[config.mk]
export PLATFORM = sky130hd
export DESIGN_NAME = ll8_to_fifo_pack_flat
export DESIGN_NICKNAME = d
export VERILOG_FILES = /design/src/rtl/ll_fifo_pkg.sv /design/src/rtl/ll8_to_fifo_pack_if.sv /design/src/rtl/fifo_short.sv /design/src/rtl/ll8_to_fifo_pack_core.sv /design/src/rtl/ll8_to_fifo_pack.sv /design/src/flat_wrapper.sv
export SDC_FILE = /design/constraint.sdc
export NUM_CORES = 1
export LEC_CHECK = 0
export BUFFER_PORTS_ARGS = -buffer_cell sky130_fd_sc_hd__buf_2
export CORE_MARGIN = 4
export CORE_UTILIZATION = 39
export DETAILED_ROUTE_END_ITERATION = 10
export PLACE_DENSITY = 0.62
export SKIP_CTS_REPAIR_TIMING = 1
export SYNTH_ARGS = -nofsm -noshare
export SYNTH_HDL_FRONTEND = slang
export SYNTH_SLANG_ARGS = --single-unit
[constraint.sdc]
create_clock -name clk -period 3.36 [get_ports clk]
set_input_delay 0.168 -clock clk [delete_from_list [all_inputs] [get_ports clk]]
set_output_delay 0.168 -clock clk [all_outputs]
set_load 0.01 [all_outputs]
[src/rtl/ll_fifo_pkg.sv]
// Shared definitions for the LocalLink <-> word-FIFO packers/unpackers:
// word-width derivation, lane index type and occupancy encoding.
package ll_fifo_pkg;

  typedef logic [2:0] lane_idx_t;

  function automatic int occ_width(input int lanes);
    return $clog2(lanes);
  endfunction

  function automatic int fifo_width(input int lanes);
    return 8 * lanes + $clog2(lanes) + 2;
  endfunction

  // occ counts valid bytes modulo the lane count; 0 on a full word
  function automatic lane_idx_t occ_encode(input int nbytes, input int lanes);
    return lane_idx_t'(nbytes % lanes);
  endfunction

endpackage

[src/rtl/ll8_to_fifo_pack_if.sv]
// Byte-side LocalLink and word-side FIFO handshake bundle for ll8_to_fifo_pack.
interface ll8_to_fifo_pack_if #(parameter int LANES = 2);
  import ll_fifo_pkg::*;

  localparam int FW = fifo_width(LANES);

  logic [7:0]    ll_data;
  logic          ll_sof;
  logic          ll_eof;
  logic          ll_src_rdy;
  logic          ll_dst_rdy;
  logic [FW-1:0] f_data;
  logic          f_src_rdy_o;
  logic          f_dst_rdy_i;
  logic          resync_err;

  modport master (
    output ll_data, ll_sof, ll_eof, ll_src_rdy, f_dst_rdy_i,
    input  ll_dst_rdy, f_data, f_src_rdy_o, resync_err
  );

  modport slave (
    input  ll_data, ll_sof, ll_eof, ll_src_rdy, f_dst_rdy_i,
    output ll_dst_rdy, f_data, f_src_rdy_o, resync_err
  );

endinterface

[src/rtl/fifo_short.sv]
// Small register-based synchronous FIFO; a write is visible on rd_data the next cycle.
module fifo_short #(
  parameter int WIDTH  = 19,
  parameter int AWIDTH = 4
) (
  input  logic             clk,
  input  logic             reset,
  input  logic             clear,
  input  logic [WIDTH-1:0] wr_data,
  input  logic             wr_en,
  output logic             full,
  output logic [WIDTH-1:0] rd_data,
  output logic             rd_valid,
  input  logic             rd_en
);
  localparam int DEPTH = 1 << AWIDTH;

  logic [WIDTH-1:0]  mem [DEPTH];
  logic [AWIDTH-1:0] wr_ptr, rd_ptr;
  logic [AWIDTH:0]   count;
  logic              do_wr, do_rd;

  // count never exceeds DEPTH, so its MSB alone marks full
  assign full     = count[AWIDTH];
  assign rd_valid = (count != '0);
  assign rd_data  = mem[rd_ptr];
  assign do_wr    = wr_en & ~full;
  assign do_rd    = rd_en & rd_valid;

  always_ff @(posedge clk) begin
    if (do_wr) mem[wr_ptr] <= wr_data;
  end

  always_ff @(posedge clk) begin
    if (reset || clear) begin
      wr_ptr <= '0;
      rd_ptr <= '0;
      count  <= '0;
    end else begin
      if (do_wr) wr_ptr <= wr_ptr + 1'b1;
      if (do_rd) rd_ptr <= rd_ptr + 1'b1;
      case ({do_wr, do_rd})
        2'b10:   count <= count + 1'b1;
        2'b01:   count <= count - 1'b1;
        default: count <= count;
      endcase
    end
  end

endmodule

[src/rtl/ll8_to_fifo_pack_core.sv]
// Lane counter and holding register that assemble LocalLink bytes into FIFO words.
// LL8_TO_FIFO_PACK_RESYNC_EN enables recovery when sof arrives mid-word.
module ll8_pack_core import ll_fifo_pkg::*; #(
  parameter int LANES = 2
) (
  input  logic                         clk,
  input  logic                         reset,
  input  logic                         clear,
  input  logic [7:0]                   in_data,
  input  logic                         in_sof,
  input  logic                         in_eof,
  input  logic                         in_valid,
  output logic                         in_rdy,
  input  logic                         space,
  output logic                         push,
  output logic [fifo_width(LANES)-1:0] push_word,
  output logic                         resync_err
);
  localparam int OCC_W = occ_width(LANES);
  localparam int DW    = 8 * LANES;

  logic [OCC_W-1:0] lane, lane_nxt, occ_val;
  logic [DW-1:0]    hold, hold_nxt, merged;
  logic             pend_sof, pend_sof_nxt;
  logic             xfer_in, sof_now;

`ifdef LL8_TO_FIFO_PACK_RESYNC_EN
  // flush holds a sof+eof byte that arrived during a resync until it can be pushed
  logic flush, flush_nxt, resync_nxt;
  assign in_rdy = space & ~flush;
`else
  assign in_rdy     = space;
  assign resync_err = 1'b0;
`endif

  assign xfer_in = in_valid & in_rdy;
  assign sof_now = pend_sof | (in_sof & (lane == '0));
  assign occ_val = in_eof ? OCC_W'(occ_encode(int'(lane) + 1, LANES)) : '0;

  // First byte lands in the MSB lane, later bytes fill descending lanes
  always_comb begin
    merged = hold;
    for (int i = 0; i < LANES; i++) begin
      if (lane == OCC_W'(i)) merged[DW-1-8*i -: 8] = in_data;
    end
  end

  always_comb begin
    push         = 1'b0;
    push_word    = '0;
    lane_nxt     = lane;
    hold_nxt     = hold;
    pend_sof_nxt = pend_sof;
`ifdef LL8_TO_FIFO_PACK_RESYNC_EN
    flush_nxt    = flush;
    resync_nxt   = 1'b0;
    if (flush) begin
      if (space) begin
        push         = 1'b1;
        push_word    = {lane, 1'b1, pend_sof, hold};
        lane_nxt     = '0;
        hold_nxt     = '0;
        pend_sof_nxt = 1'b0;
        flush_nxt    = 1'b0;
      end
    end else if (xfer_in && in_sof && (lane != '0)) begin
      push         = 1'b1;
      push_word    = {lane, 1'b1, pend_sof, hold};
      resync_nxt   = 1'b1;
      lane_nxt     = OCC_W'(1);
      hold_nxt     = {in_data, {(DW-8){1'b0}}};
      pend_sof_nxt = 1'b1;
      flush_nxt    = in_eof;
    end else
`endif
    if (xfer_in) begin
      if (in_eof || (lane == OCC_W'(LANES - 1))) begin
        push         = 1'b1;
        push_word    = {occ_val, in_eof, sof_now, merged};
        lane_nxt     = '0;
        hold_nxt     = '0;
        pend_sof_nxt = 1'b0;
      end else begin
        lane_nxt     = lane + 1'b1;
        hold_nxt     = merged;
        pend_sof_nxt = sof_now;
      end
    end
  end

  always_ff @(posedge clk) begin
    if (reset || clear) begin
      lane       <= '0;
      hold       <= '0;
      pend_sof   <= 1'b0;
`ifdef LL8_TO_FIFO_PACK_RESYNC_EN
      flush      <= 1'b0;
      resync_err <= 1'b0;
`endif
    end else begin
      lane       <= lane_nxt;
      hold       <= hold_nxt;
      pend_sof   <= pend_sof_nxt;
`ifdef LL8_TO_FIFO_PACK_RESYNC_EN
      flush      <= flush_nxt;
      resync_err <= resync_nxt;
`endif
    end
  end

endmodule

[src/rtl/ll8_to_fifo_pack.sv]
// Packs an 8-bit LocalLink stream into LANES-byte {occ,eof,sof,data} FIFO words.
// Optional macro LL8_TO_FIFO_PACK_RESYNC_EN adds mid-word sof recovery.
module ll8_to_fifo_pack import ll_fifo_pkg::*; #(
  parameter int LANES      = 2,
  parameter int OUT_AWIDTH = 4
) (
  input  logic              clk,
  input  logic              reset,
  input  logic              clear,
  ll8_to_fifo_pack_if.slave bus
);
  localparam int FW = fifo_width(LANES);

  logic          full, push;
  logic [FW-1:0] push_word;

  ll8_pack_core #(.LANES(LANES)) u_core (
    .clk        (clk),
    .reset      (reset),
    .clear      (clear),
    .in_data    (bus.ll_data),
    .in_sof     (bus.ll_sof),
    .in_eof     (bus.ll_eof),
    .in_valid   (bus.ll_src_rdy),
    .in_rdy     (bus.ll_dst_rdy),
    .space      (~full),
    .push       (push),
    .push_word  (push_word),
    .resync_err (bus.resync_err)
  );

  fifo_short #(.WIDTH(FW), .AWIDTH(OUT_AWIDTH)) u_fifo (
    .clk      (clk),
    .reset    (reset),
    .clear    (clear),
    .wr_data  (push_word),
    .wr_en    (push),
    .full     (full),
    .rd_data  (bus.f_data),
    .rd_valid (bus.f_src_rdy_o),
    .rd_en    (bus.f_dst_rdy_i)
  );

endmodule

[src/flat_wrapper.sv]
// flat-port wrapper written by rule: the top's interface ports become plain ports
module ll8_to_fifo_pack_flat import ll_fifo_pkg::*;
#(
  parameter int LANES      = 2,
  parameter int OUT_AWIDTH = 4
)
  (clk, reset, clear, bus_ll_data, bus_ll_sof, bus_ll_eof, bus_ll_src_rdy, bus_f_dst_rdy_i, bus_ll_dst_rdy, bus_f_data, bus_f_src_rdy_o, bus_resync_err);
  ll8_to_fifo_pack_if #(.LANES(LANES)) bus_i ();
  input  logic clk;
  input  logic reset;
  input  logic clear;
  input wire logic [$bits(bus_i.ll_data)-1:0] bus_ll_data;
  input wire logic [$bits(bus_i.ll_sof)-1:0] bus_ll_sof;
  input wire logic [$bits(bus_i.ll_eof)-1:0] bus_ll_eof;
  input wire logic [$bits(bus_i.ll_src_rdy)-1:0] bus_ll_src_rdy;
  input wire logic [$bits(bus_i.f_dst_rdy_i)-1:0] bus_f_dst_rdy_i;
  output wire logic [$bits(bus_i.ll_dst_rdy)-1:0] bus_ll_dst_rdy;
  output wire logic [$bits(bus_i.f_data)-1:0] bus_f_data;
  output wire logic [$bits(bus_i.f_src_rdy_o)-1:0] bus_f_src_rdy_o;
  output wire logic [$bits(bus_i.resync_err)-1:0] bus_resync_err;
  assign bus_i.ll_data = bus_ll_data;
  assign bus_i.ll_sof = bus_ll_sof;
  assign bus_i.ll_eof = bus_ll_eof;
  assign bus_i.ll_src_rdy = bus_ll_src_rdy;
  assign bus_i.f_dst_rdy_i = bus_f_dst_rdy_i;
  assign bus_ll_dst_rdy = bus_i.ll_dst_rdy;
  assign bus_f_data = bus_i.f_data;
  assign bus_f_src_rdy_o = bus_i.f_src_rdy_o;
  assign bus_resync_err = bus_i.resync_err;
  ll8_to_fifo_pack #(.LANES(LANES), .OUT_AWIDTH(OUT_AWIDTH)) u_core (.clk(clk), .reset(reset), .clear(clear), .bus(bus_i));
endmodule
==> impl_metrics.yaml, run 1 <==
worst_setup_path:
  crit_type: "reg2reg"
  critPathBufInv: 2
  start_kind: "register"
  crit_chain: "nand2b_1, nor2_1, buf_4, inv_2, ha_1, xor2_1, ha_1, nor4b_1, a21oi_1, o311ai_0, xnor2_1, nor2_1"
  cp.arrival_ps: 3320
  end_kind: "register"
  critPathRequiredTime_ps: 3750
  timing.critical_path.fanout_max: 12
  slowest_delay_ps: 450
  crit_slowest_cell: "dfxtp_1"
  critPathTopFamily: "simple AND/OR/NAND/NOR gates"
synth:
  yosysWarnings: 0
  synth_fp_nets: 670
  synth_area_mm2: 0.0132
  synth_cell_types: 45
  async_flop_share_pct: 0
  synth_ff_type: "edfxtp_1"
  yosysTopAreaCellShare_pct: 69.0
  synth-edff-count: 304
  synth.avg_cell_area_um2: 20.5
  synthCells: 647
  ys_seq_elements: 339
  yosysTopAreaCell: "edfxtp_1"
  yosysSeqAreaShare_pct: 74.3
  synth_area_leaders: "edfxtp_1, mux4_2, dfxtp_1, nor2_1, mux2i_1"
sta:
  fin_crit_sh_pct: 87.4
  fin_crit_ps: 2940
  rsz0062_at_grt: "false"
  slew_headroom_pct: 22.5
  finalSetupTns_ps: 0
  fin_ws_ps: 424
  slew_violations: 0
  timing_hold_violations_final: 2
  fmax_mhz: 341
  whs_ps: -25.6
  setup_viol_count_final: 0
  clock_skew_ps: 15.1
  tightestPinTransition_ps: 1160
floorplan:
  io_pins: 37
  coreArea_mm2: 0.0335
  row_count: 67
  fp.dieH_um: 192
  dieWidth_um: 192
  initial_core_util_pct: 39.5
  dieArea_mm2: 0.0369
drt:
  wl_mm: 27.4
  vias: 6350
  wire_per_inst_um: 23.0
  ant_nets: 0
  dr.first_iter.drc_count: 568
  drcViolationCount: 0
  vias_per_cell: 5.34
  dr.pass1.iters: 5
final_layout:
  num-nets-final: 740
  n_antenna_cell: 0
  fin_area_mm2: 0.0153
  regArea_mm2: 0.00984
  multiInputGateArea_mm2: 0.00325
  fillers: 2831
  fin_util_pct: 45.7
  drive_gt1_share_pct: 30.8
  area_delta_synth_final_pct: 15.8
  instances_no_fill: 1189
placed_design:
  routabilityCongestion: 0.815
  place_ws_ps: 550
  place_area_mm2: 0.0142
  dp_hpwl_mm: 16.2
  placedCellCount: 1123
  numPortBuffers: 35
power:
  p_int_uw: 6950
  ir_drop_v: 0.000315
  power.density_mw_per_mm2: 563
  pwr-share-comb_pct: 3.0
  switching_share_pct: 19.5
  p_sw_uw: 1680
  seqPwrFrac_pct: 53.4
  p_leak_uw: 0.00498
  pwr-share-clk_pct: 43.7
global_routing:
  grt_pass1_wl_mm: 41.6
  grt_pass1_vias: 6642
  antenna_found_initial: 0
  track_usage_pct: 15.1
  grt_max_degree: 41
  overflow: 0
clock_tree:
  clk_latency_ps: 500
  cts.sinks: 339
  tritoncts: "done"
  h-tree-depth: 2
  cts_buffers: 35
  cts-root-buf: "clkbuf_16"
  clkTransAtPathRegs_ps: 60
  ctsLongestPathBuffers: 3
worst_hold_path:
  hp-class: "in2reg"
run_status:
  status: "finished with violations"
  violations: "hold timing"
run:
  cap_violations: 0
## power by group through the flow
stage	logic [uW]	registers, uW	clock network [uW]
floorplan	171	4690	0
global placement	248	4690	0
detailed placement	257	4690	0
CTS	257	4600	3850
global route	282	4600	4040
finish	258	4600	3760
## path summary, 6_finish.rpt
| path | start | to | slack, ps | cells after the start |
|---|---|---|---|---|
| setup / recovery | u_core.u_fifo.count[4]$_SDFFE_PP0P_ | u_core.u_fifo.count[2]$_SDFFE_PP0P_ | 420 | 12 |
| hold / removal | bus_ll_data[0] | u_core.u_core.hold[8]$_SDFFE_PP0N_ | -30 | 3 |
| setup reg to reg | u_core.u_fifo.count[4]$_SDFFE_PP0P_ | u_core.u_fifo.count[2]$_SDFFE_PP0P_ | 420 | 12 |
| hold reg to reg | u_core.u_core.hold[7]$_SDFFE_PP0N_ | u_core.u_core.hold[7]$_SDFFE_PP0N_ | 480 | 1 |
## cell usage in the layout (no fill, tap or decap), drive strengths merged, types with 8 or more instances in the layout
cell      n
mux4     95
nand2    11
ha        8
nor2     62
mux2i    20
clkinv   16
dfxtp    35
a22oi     8
clkbuf   41
and3      8
edfxtp  304
buf      63
## registers in the layout, indices dropped and copies added, names as in the netlist, named ones only
| name | count |
|---|---|
| u_core.u_fifo.mem | 304 |
| u_core.u_core.hold | 16 |
| u_core.u_fifo.wr_ptr | 4 |
| u_core.u_fifo.count | 5 |
| u_core.u_core.pend_sof | 1 |
| u_core.u_core.lane | 1 |
| u_core.u_fifo.rd_ptr | 4 |
## cell type report
class	instances	share of cell area [%]
multi-input combinational	268	21.2
tap	448	3.66
inverter	5	0.122
sequential	339	64.2
clock inverter	20	1.12
clock buffer	41	6.20
timing repair buffer	68	3.49
## stage by stage
step,power [uW],hold slack [ps]
2_1_floorplan,4860,316
3_3_place_gp,4940,457
3_5_place_dp,4950,460
4_1_cts,8710,-72.0
5_1_grt,8920,-0.589
6_report,8620,-25.6
## cells by family (layout without fill, tap and decap cells)
group,Yosys count,count (layout),synth area share [%]
mux,115,115,17.7
fa+ha+maj,8,8,0.757
other cells,1,1,0.0283
buf+inv,40,134,1.51
compound gates,25,25,1.30
flops,339,339,74.3
simple gates,110,110,3.84
xor+xnor,9,9,0.596
## tightest hold or removal path, stage by stage
cell and delay (ps):
buf_2 120, a22oi_1 80, nor2_1 80
## cell usage after synthesis, types with 2 or more instances
| cell | n |
|---|---|
| buf_2 | 7 |
| inv_1 | 4 |
| a21oi_1 | 7 |
| xnor2_1 | 3 |
| nand4_1 | 2 |
| mux2i_1 | 20 |
| and3_1 | 8 |
| buf_6 | 5 |
| nor2b_1 | 3 |
| xor2_1 | 6 |
| edfxtp_1 | 304 |
| mux4_2 | 95 |
| ha_1 | 8 |
| nand2b_1 | 4 |
| o21ai_0 | 2 |
| dfxtp_1 | 35 |
| buf_1 | 6 |
| nor3_1 | 6 |
| clkbuf_1 | 16 |
| nor2_1 | 62 |
| nand3_1 | 3 |
| nand2_1 | 11 |
| a22oi_1 | 8 |
## routing by layer
metal  GRT usage [%]  part of all wire, %  vias to the layer above
li1                -                    -                     2779
met4            3.95                  2.0                        0
met5               0                    0                        -
met1            21.4                   44                     3343
met2            24.9                   50                      181
met3            1.94                  4.7                       47
Note: power is estimated with default switching activity, not from simulation.
==> run 2, diff against run 1 <==
- BUFFER_PORTS_ARGS: -buffer_cell sky130_fd_sc_hd__buf_2 -> -buffer_cell sky130_fd_sc_hd__buf_4
- SLEW_MARGIN: default -> 20
==> impl_metrics.yaml, run 2 (synthesis gave the netlist of run 1 again) <==
run:
  cap_violations: 0
sta:
  slew_headroom_pct: 32.7
  rsz0062_at_grt: "false"
  finalSetupTns_ps: 0
  slew_violations: 0
  fin_crit_sh_pct: 87.3
  clock_skew_ps: 22.1
  tightestPinTransition_ps: 1010
  setup_viol_count_final: 0
  timing_hold_violations_final: 0
  fmax_mhz: 341
  fin_crit_ps: 2930
worst_setup_path:
  crit_type: "reg2out"
  critPathRequiredTime_ps: 3190
  timing.critical_path.fanout_max: 26
  cp.arrival_ps: 2760
  end_kind: "primary output"
  slowest_delay_ps: 700
  r2r-start: "u_core.u_fifo.count[4]$_SDFFE_PP0P_"
  crit_chain: "buf_12, mux4_2, mux4_2, buf_4"
  crit_slowest_cell: "dfxtp_4"
  ff2ff_setup_slack_ps: 450
  reg2regPathDepth: 11
  reg2reg_to: "u_core.u_fifo.count[4]$_SDFFE_PP0P_"
  start_kind: "register"
  crit_path_frequent_cell: "mux4_2"
final_layout:
  largest_reg_flops: 304
  largest_registers: "u_core.u_fifo.mem: 304 flops, u_core.u_core.hold: 16 flops, u_core.u_fifo.count: 5 flops"
  layout_commonest_cell: "edfxtp_1"
  top_register: "u_core.u_fifo.mem"
  n_antenna_cell: 0
  layout_common_cells: "edfxtp_1, mux4_2, buf_4, nor2_1, clkbuf_16"
  num-nets-final: 754
  area_delta_synth_final_pct: 16.9
  fin_area_mm2: 0.0155
  drive_gt1_share_pct: 32.8
clock_tree:
  cts-root-buf: "clkbuf_16"
  cts_buffers: 36
  tritoncts: "done"
  h-tree-depth: 2
  clk_latency_ps: 520
  ctsLongestPathBuffers: 3
  clkTransAtPathRegs_ps: 50
  cts.sinks: 339
floorplan:
  dieArea_mm2: 0.0369
  initial_core_util_pct: 39.5
  row_count: 67
  io_pins: 37
  fp.dieH_um: 192
  dieWidth_um: 192
  coreArea_mm2: 0.0335
global_routing:
  antenna_found_initial: 0
  track_usage_pct: 15.7
  grt_pass1_vias: 6980
  grt_max_degree: 36
  overflow: 0
  grt_pass1_wl_mm: 43.2
power:
  p_leak_uw: 0.00506
  power.density_mw_per_mm2: 557
  total_power_uw: 8610
  ir_drop_v: 0.000311
placed_design:
  dp_hpwl_mm: 16.9
  routabilityCongestion: 0.782
  numPortBuffers: 35
  place_area_mm2: 0.0143
drt:
  ant_nets: 0
  vias_per_cell: 5.47
  drcViolationCount: 0
  vias: 6583
  dr.first_iter.drc_count: 536
  wl_mm: 28.4
  dr.pass1.iters: 5
  wire_per_inst_um: 23.6
worst_hold_path:
  holdPathStages: 4
  holdCritStartpoint: "bus_ll_sof"
  hp-class: "in2reg"
  min_to: "u_core.u_core.pend_sof$_SDFFE_PP0N_"
run_status:
  status: "finished, final reports clean"
==> run 2: critical path, delay by kind of cell (launching register included) <==
kind	cells	cell delay, ps
DFF	1	700
buffers and inverters	2	460
muxes	2	1050
==> run 2: worst max path at each step <==
| stage | startpoint | to | slack, ps | cells past startpoint |
|---|---|---|---|---|
| global placement | u_core.u_fifo.count[4]$_SDFFE_PP0P_ | u_core.u_fifo.count[4]$_SDFFE_PP0P_ | 670 | 11 |
| detailed placement | u_core.u_fifo.count[4]$_SDFFE_PP0P_ | u_core.u_fifo.count[4]$_SDFFE_PP0P_ | 540 | 11 |
| floorplan | u_core.u_fifo.count[4]$_SDFFE_PP0P_ | u_core.u_fifo.mem[3][0]$_DFFE_PP_ | 510 | 4 |
| CTS | register | bus_f_data[4] | 350 | 4 |
| global route | u_core.u_fifo.count[4]$_SDFFE_PP0P_ | u_core.u_fifo.count[4]$_SDFFE_PP0P_ | 190 | 11 |
| finish | register | bus_f_data[5] | 430 | 4 |
==> run 2: power by group <==
part | switching, uW | internal [uW]
registers | 14.7 | 4590
clock network | 1530 | 2200
logic | 155 | 125
==> run 2: area by class of cell <==
type,count,area [um2]
fill,2806,18100
sequential,339,9840
multi-input combinational,268,3270
clock buffer,45,966
timing repair buffer,81,666
tap,448,561
clock inverter,18,146
inverter,5,18.8
==> run 2: through the flow <==
step	hold slack, ps	worst slack [ps]	std cells	utilization, %
6_report	84.7	428	1204	46.1
3_3_place_gp	443	672	1133	42.5
5_1_grt	99.8	187	1204	46.1
2_1_floorplan	316	513	647	-
4_1_cts	-74.1	349	1196	45.8
3_5_place_dp	451	542	1133	42.5
==> run 2: per-layer routing <==
metal	GRT usage [%]	vias to the layer above	routed length (um)
li1	-	2806	-
met1	21.7	3519	12000
met2	26.4	220	14400
met3	2.51	38	1570
met4	3.78	0	449
met5	0	-	0
==> run 3, diff against run 2 <==
--- a/config.mk
+++ b/config.mk
@@ -7,2 +7,3 @@
 export LEC_CHECK = 0
+export ABC_CLOCK_PERIOD_IN_PS = 3360
 export BUFFER_PORTS_ARGS = -buffer_cell sky130_fd_sc_hd__buf_4
--- a/constraint.sdc
+++ b/constraint.sdc
@@ -3,2 +3,2 @@
 set_output_delay 0.168 -clock clk [all_outputs]
-set_load 0.01 [all_outputs]
+set_load 0.1 [all_outputs]
==> impl_metrics.yaml, run 3 (synthesis gave the netlist of run 1 again) <==
floorplan:
  dieWidth_um: 192
  coreArea_mm2: 0.0335
  io_pins: 37
  row_count: 67
  dieArea_mm2: 0.0369
  fp.dieH_um: 192
  initial_core_util_pct: 39.5
drt:
  vias_per_cell: 5.39
  dr.first_iter.drc_count: 664
  wire_per_inst_um: 23.4
  drcViolationCount: 0
  ant_nets: 0
  vias: 6481
  dr.pass1.iters: 5
  wl_mm: 28.2
worst_setup_path:
  slowest_delay_ps: 470
  crit_chain: "nand2b_1, nor2_1, buf_4, inv_2, ha_1, ha_1, or3b_2, a21oi_1, o21ai_0, mux2i_1, nand3_1"
  timing.critical_path.fanout_max: 12
  cp.arrival_ps: 3310
  end_kind: "register"
  crit_type: "reg2reg"
  crit_path_frequent_cell: "ha_1"
  critPathTopFamily: "simple AND/OR/NAND/NOR gates"
  crit_slowest_cell: "or3b_2"
  critPathBufInv: 2
  critPathRequiredTime_ps: 3740
  start_kind: "register"
sta:
  fin_ws_ps: 428
  tightestPinTransition_ps: 1080
  fin_crit_sh_pct: 87.2
  slew_headroom_pct: 28.0
  whs_ps: -28.4
  fin_crit_ps: 2930
  finalSetupTns_ps: 0
  setup_viol_count_final: 0
  rsz0062_at_grt: "false"
  fmax_mhz: 341
  timing_hold_violations_final: 1
  clock_skew_ps: 26.0
  slew_violations: 0
final_layout:
  n_antenna_cell: 0
  largest_reg_flops: 304
  layout_commonest_cell: "edfxtp_1"
  largest_registers: "u_core.u_fifo.mem: 304 flops, u_core.u_core.hold: 16 flops, u_core.u_fifo.count: 5 flops"
  top_register: "u_core.u_fifo.mem"
  drive_gt1_share_pct: 32.0
  area_delta_synth_final_pct: 16.4
  fin_area_mm2: 0.0154
  num-nets-final: 752
  layout_common_cells: "edfxtp_1, mux4_2, buf_4, nor2_1, clkbuf_16"
power:
  p_int_uw: 6750
  power.density_mw_per_mm2: 556
  ir_drop_v: 0.000288
  p_leak_uw: 0.00502
  switching_share_pct: 21.1
  p_sw_uw: 1810
  pwr-share-comb_pct: 4.7
  seqPwrFrac_pct: 53.7
  pwr-share-clk_pct: 41.5
clock_tree:
  tritoncts: "done"
  clk_latency_ps: 520
  clkTransAtPathRegs_ps: 60
  cts-root-buf: "clkbuf_16"
  cts_buffers: 35
  cts.sinks: 339
  h-tree-depth: 2
  ctsLongestPathBuffers: 3
placed_design:
  dp_hpwl_mm: 16.8
  routabilityCongestion: 0.790
  place_ws_ps: 494
  place_area_mm2: 0.0143
  numPortBuffers: 35
global_routing:
  grt_pass1_wl_mm: 42.5
  track_usage_pct: 15.5
  antenna_found_initial: 0
  overflow: 0
  grt_pass1_vias: 6834
  grt_max_degree: 29
run_status:
  violations: "hold timing"
  status: "finished with violations"
worst_hold_path:
  hp-class: "in2reg"
run:
  cap_violations: 0
-- run 3: tightest hold or removal path, cell delays in order --
cell     delay [ps]
buf_4           110
a22oi_1          70
nor2_1           90
-- run 3: through the flow --
step           utilization [%]  instances  hold WS (ps)  total power [uW]
6_report                  45.9       1202         -28.4              8560
5_1_grt                   45.9       1202          1.11              8870
4_1_cts                   45.7       1195         -87.5              8650
3_5_place_dp              42.5       1133           445              5090
3_3_place_gp              42.5       1133           440              5080
2_1_floorplan                -        647           316              4980
-- run 3: final cells by class --
class | instances | area, um2
fillers | 2822 | 18100
flip-flops and latches | 339 | 9840
clock inverters | 20 | 131
well taps | 448 | 561
multi-input cells | 268 | 3260
inverters | 5 | 18.8
clock buffers | 42 | 923
repair buffers | 80 | 668
-- run 3: worst paths after layout --
kind         slack [ps]                                start  depth (start not counted)                                   to
max reg2reg         430  u_core.u_fifo.count[4]$_SDFFE_PP0P_                         11  u_core.u_fifo.count[4]$_SDFFE_PP0P_
max                 430  u_core.u_fifo.count[4]$_SDFFE_PP0P_                         11  u_core.u_fifo.count[4]$_SDFFE_PP0P_
min reg2reg         480  u_core.u_core.pend_sof$_SDFFE_PP0N_                          2  u_core.u_core.pend_sof$_SDFFE_PP0N_
min                 -30                       bus_ll_data[2]                          3  u_core.u_core.hold[10]$_SDFFE_PP0N_
-- run 3: power by group through the flow --
stage	clock network [uW]	logic (uW)	registers, uW
finish	3560	405	4600
global route	3840	431	4600
global placement	0	391	4690
floorplan	0	297	4690
CTS	3640	402	4600
detailed placement	0	401	4690
-- run 3: routing by layer --
layer | part of all wire [%] | global-route usage, % | wire (um)
met1 | 44 | 21.8 | 12300
met2 | 49 | 25.3 | 13900
met3 | 5.4 | 2.54 | 1520
met4 | 1.9 | 4.09 | 524
met5 | 0 | 0 | 0
